File: config.mk
export PLATFORM = sky130hd
export DESIGN_NAME = down_counter_timer
export DESIGN_NICKNAME = d
export VERILOG_FILES = /design/src/rtl/down_counter_timer.sv
export SDC_FILE = /design/constraint.sdc
export NUM_CORES = 1
export LEC_CHECK = 0
export ABC_AREA = 1
export CAP_MARGIN = 15
export CORE_AREA = 3 3 142 75
export CTS_CLUSTER_DIAMETER = 60
export DETAILED_ROUTE_END_ITERATION = 16
export DIE_AREA = 0 0 145 78
export GPL_TIMING_DRIVEN = 0
export PLACE_DENSITY_LB_ADDON = 0.08
export SLEW_MARGIN = 20
export SYNTH_ARGS = -nofsm -noshare
export SYNTH_HDL_FRONTEND = slang
export SYNTH_SLANG_ARGS = --single-unit
File: constraint.sdc
create_clock -name clk -period 2.5 [get_ports clk]
set_input_delay 0.375 -clock clk [delete_from_list [all_inputs] [get_ports clk]]
set_output_delay 0.375 -clock clk [all_outputs]
set_load 0.05 [all_outputs]
File: src/rtl/down_counter_timer.sv
// Programmable down-counting timer: prescaler, reload register, one-shot/periodic expiry.
// Optional sticky interrupt enabled by defining DOWN_COUNTER_TIMER_STICKY_IRQ_EN.
module down_counter_timer #(
  parameter int WIDTH          = 32,
  parameter int PRESCALE_WIDTH = 8
) (
  input  logic                      clk,
  input  logic                      reset,
  input  logic                      load,
  input  logic [WIDTH-1:0]          load_value,
  input  logic                      start,
  input  logic                      stop,
  input  logic                      periodic,
  input  logic [PRESCALE_WIDTH-1:0] prescale,
  input  logic                      irq_clr,
  output logic [WIDTH-1:0]          q,
  output logic                      running,
  output logic                      expired,
  output logic                      irq
);

  typedef enum logic [1:0] {
    S_IDLE = 2'd0,
    S_RUN  = 2'd1,
    S_DONE = 2'd2
  } state_t;

  state_t                    state, state_nxt;
  logic [WIDTH-1:0]          reload_r;
  logic [WIDTH-1:0]          q_nxt;
  logic [PRESCALE_WIDTH-1:0] pcnt, pcnt_nxt;
  logic                      tick;
  logic                      terminal;
  logic                      expired_nxt;

  // Decrement that never wraps below zero.
  function automatic logic [WIDTH-1:0] sat_dec(input logic [WIDTH-1:0] v);
    return (v == '0) ? '0 : v - WIDTH'(1);
  endfunction

  always_comb begin
    // >= rather than == so a prescale lowered mid-run ticks at once instead of wrapping
    tick        = (state == S_RUN) && !stop && (pcnt >= prescale);
    terminal    = tick && (q == '0);
    expired_nxt = terminal && !load;

    state_nxt = state;
    case (state)
      S_IDLE: if (start && !stop) state_nxt = S_RUN;
      S_RUN: begin
        if (stop)                          state_nxt = S_IDLE;
        else if (expired_nxt && !periodic) state_nxt = S_DONE;
      end
      S_DONE: begin
        if (stop)       state_nxt = S_IDLE;
        else if (start) state_nxt = S_RUN;
      end
      default: state_nxt = S_IDLE;
    endcase

    q_nxt = q;
    if (load)
      q_nxt = load_value;
    else if ((state == S_DONE) && start && !stop)
      q_nxt = reload_r;
    else if (tick)
      q_nxt = terminal ? (periodic ? reload_r : '0) : sat_dec(q);

    pcnt_nxt = pcnt;
    if (load || stop || (start && (state != S_RUN)))
      pcnt_nxt = '0;
    else if (state == S_RUN)
      pcnt_nxt = tick ? '0 : pcnt + PRESCALE_WIDTH'(1);
  end

  // Register stage: counter state and registered expiry pulse
  always_ff @(posedge clk) begin
    if (reset) begin
      state    <= S_IDLE;
      q        <= '0;
      reload_r <= '0;
      pcnt     <= '0;
      expired  <= 1'b0;
    end else begin
      state   <= state_nxt;
      q       <= q_nxt;
      pcnt    <= pcnt_nxt;
      expired <= expired_nxt;
      if (load) reload_r <= load_value;
    end
  end

  assign running = (state == S_RUN);

`ifdef DOWN_COUNTER_TIMER_STICKY_IRQ_EN
  // A new expiry beats a coincident clear so no event is lost.
  always_ff @(posedge clk) begin
    if (reset)            irq <= 1'b0;
    else if (expired_nxt) irq <= 1'b1;
    else if (irq_clr)     irq <= 1'b0;
  end
`else
  logic unused_irq_clr;
  assign unused_irq_clr = irq_clr;
  assign irq            = expired;
`endif

endmodule

==> flow_metrics.tcl <==
set metrics [dict create \
    status "finished clean" \
    syn-mean-instance-area_um2 6.11 \
    comb_power_share_pct 25.5 \
    wl_per_cell_um 16.3 \
    r2r-start "q[22]$_SDFFE_PP0P_" \
    yosysSeqAreaShare_pct 29.0 \
    holdPathEnd "reload_r[9]$_SDFFE_PP0P_" \
    insertedDiodeCount 0 \
    drt-initial-drc-count 459 \
    critPathArrivalTime_ps 2540 \
    rsz0062_at_grt "false" \
    finalPower_mw 3.85 \
    totalWireLength_mm 17.6 \
    io_pins 82 \
    powerDensity_mw_per_mm2 592 \
    ys_ff_latch 75 \
    r2r-end "q[22]$_SDFFE_PP0P_" \
    nNetsFinal 999 \
    vdd_drop_max_mv 0.306 \
    fin_worst_skew_ps 7.19 \
    worst_r2r_path_depth 11 \
    drc 0 \
    layout-drive-gt1-share_pct 8.78 \
    period_share_pct 90.4 \
    whs_path_depth 2 \
    intPower_mw 2.58 \
    finalSetupViolations 0 \
    synth_edf_count 0 \
    dpl.cell_count 1062 \
    r2r_slack_ps 320 \
    min-delay-start "reload_r[9]$_SDFFE_PP0P_" \
    rows 25 \
    seqPwrFrac_pct 35.2 \
    path_max_fanout 10 \
    num_vias 5921 \
    h-tree-depth 3 \
    yosys.area.top_type "dfxtp_1" \
    critPathSlowestCell "clkdlybuf4s50_1" \
    clk_pin_slew_ps 60 \
    grt_pass1_vias 5387 \
    clkPwrFrac_pct 39.2 \
    yosysWarnings 0 \
    path_class "in2reg" \
    endpoint_kind "flip-flop" \
    hold_class "reg2reg" \
    cts_tree "built" \
    cap_violations 0 \
    die_w_um 145 \
    yosysTopAreaCellShare_pct 29.0 \
    hpwl_mm 12.9 \
    place_congestion 0.963 \
    core-area_mm2 0.00942 \
    initial_core_util_pct 55.0 \
    crit_chain "clkdlybuf4s50_1 -> inv_1 -> ha_1 -> nand2_1 -> nor2_1 -> nand4_1 -> nand3_2 -> nand2_4 -> buf_4 -> nor2_8 -> buf_12 -> nand2_2 -> nand2_1 -> nand2_1 -> a21oi_2" \
    cts.path.max_buffers 2 \
    post_drt_via_cell_ratio 5.48 \
    die_h_um 78 \
    async_reset_ff_share_pct 0 \
    antenna_found_initial 0 \
    synthCells 848 \
    slew_headroom_pct 51.3 \
    synthTopCellsByArea "dfxtp_1 (29%), nand2_1 (19%), a21oi_1 (9.9%)" \
    grt.total_usage_pct 31.3 \
    cts-root-buf "clkbuf_16" \
    syn_area_mm2 0.00518 \
    fmax_ghz 0.442 \
    grt.overflow.total 0 \
    period_minus_slack_ps 2260 \
    stdcell_count 1080 \
    switching_share_pct 33.2 \
    synth.most_common_cell "nand2_1" \
    slowest_delay_ps 450 \
    p_sw_mw 1.28 \
    dieArea_mm2 0.0113 \
    synth_nets 906 \
    p_leak_nw 3.08 \
    final_max_slew_viol_count 0 \
    path_common_cell "nand2_1" \
    cts_buffers 9 \
    worst_slew_pin_slew_ps 731 \
    crit_required_ps 2780 \
    post_synth_num_cell_types 33 \
    grt_pass1_wl_mm 28.3 \
    timing.setup.tns_ps 0 \
    synthToLayoutAreaGrowth_pct 25.8 \
    postRouteAntennaNets 0 \
    cts.sinks 75 \
    first_pass_iters 5 \
    hold_viol 0 \
    grt_max_degree 13 \
    synth_common_cells "nand2_1 (268), a21oi_1 (102), nor2_1 (86)" \
    start_kind "primary input" \
    clock_latency_ps 340 \
    io_buffer_count 79 \
    ys.flop_type "dfxtp_1" \
]
[metrics by stage]
stage | hold slack [ps] | util (%) | cell area (µm²) | worst slack, ps
3_3_place_gp | 471 | 65.2 | 6140 | -447
3_5_place_dp | 479 | 65.2 | 6140 | -480
4_1_cts | 488 | 68.8 | 6480 | 90.1
2_1_floorplan | 462 | - | 5180 | 549
5_1_grt | 506 | 69.2 | 6510 | 83.6
6_report | 484 | 69.2 | 6510 | 239
[power groups by stage]
stage / Combinational, mW / Sequential, mW / Clock (mW)
6_report: 0.983 / 1.36 / 1.51
2_1_floorplan: 0.515 / 1.49 / 0
4_1_cts: 0.965 / 1.35 / 1.50
5_1_grt: 1.07 / 1.37 / 1.56
3_5_place_dp: 0.957 / 1.38 / 0
3_3_place_gp: 0.951 / 1.38 / 0
[cell usage in the layout, fill, tap and decap left out, types with 9 or more instances in the layout]
master / n
clkbuf_16: 9
nor2_1: 86
o21ai_0: 38
a21oi_1: 102
nand2_2: 13
nand2_1: 268
a21oi_2: 10
nor2_2: 10
dfxtp_1: 75
ha_1: 11
nand4_1: 25
clkdlybuf4s50_1: 79
nand3_1: 42
clkbuf_1: 19
inv_1: 77
xor2_1: 10
o21bai_1: 9
[layer usage]
metal | up-vias | global-route usage (%) | routed length (µm)
li1 | 2918 | - | -
met1 | 2706 | 44.2 | 8140
met2 | 287 | 47.9 | 7490
met3 | 10 | 8.58 | 1890
met4 | 0 | 6.35 | 106
met5 | - | 0 | 0
[registers in the layout, indices dropped and copies added, names as in the netlist]
register and flops:
q 32, reload_r 32, expired 1, pcnt 8
state 2
[critical path, delay by kind of cell]
family          cells  cell delay (ps)
simple gates        9              900
buf+inv             4              830
fa+ha+maj           1              290
compound gates      1              110
[final cells by class]
type	count	area (µm²)
Timing Repair Buffer	82	813
Clock inverter	5	103
Tap cell	135	169
Multi-Input combinational cell	651	3190
Buffer	39	191
Clock buffer	10	229
Sequential cell	75	1500
Fill cell	869	2900
Inverter	83	314
[kinds of logic after synthesis]
logic type      share of synthesized area (%)
compound gates                           17.1
xor+xnor                                 2.37
flops                                    29.0
fa+ha+maj                                2.66
simple gates                             39.3
buf+inv                                  9.55
[how the worst max path moves through the flow]
stage,startpoint,endpoint,slack (ps),depth (start not counted)
floorplan,prescale[7],q[8]$_SDFFE_PP0P_,550,10
global placement,prescale[7],q[13]$_SDFFE_PP0P_,-450,12
detailed placement,prescale[7],q[13]$_SDFFE_PP0P_,-480,12
CTS,prescale[5],q[10]$_SDFFE_PP0P_,90,13
global route,prescale[5],q[13]$_SDFFE_PP0P_,80,13
finish,prescale[7],q[9]$_SDFFE_PP0P_,240,15
[what timing repair did]
item | 4_1_cts | 5_1_grt
hold buffers | 0 | 0
gates resized for setup | 4 | 5
cloned | 0 | 0
setup buffers | 0 | 3
setup endpoints to repair | 28 | 30
pin swaps | 0 | 2
No activity file was read; power rests on OpenSTA's default activity.
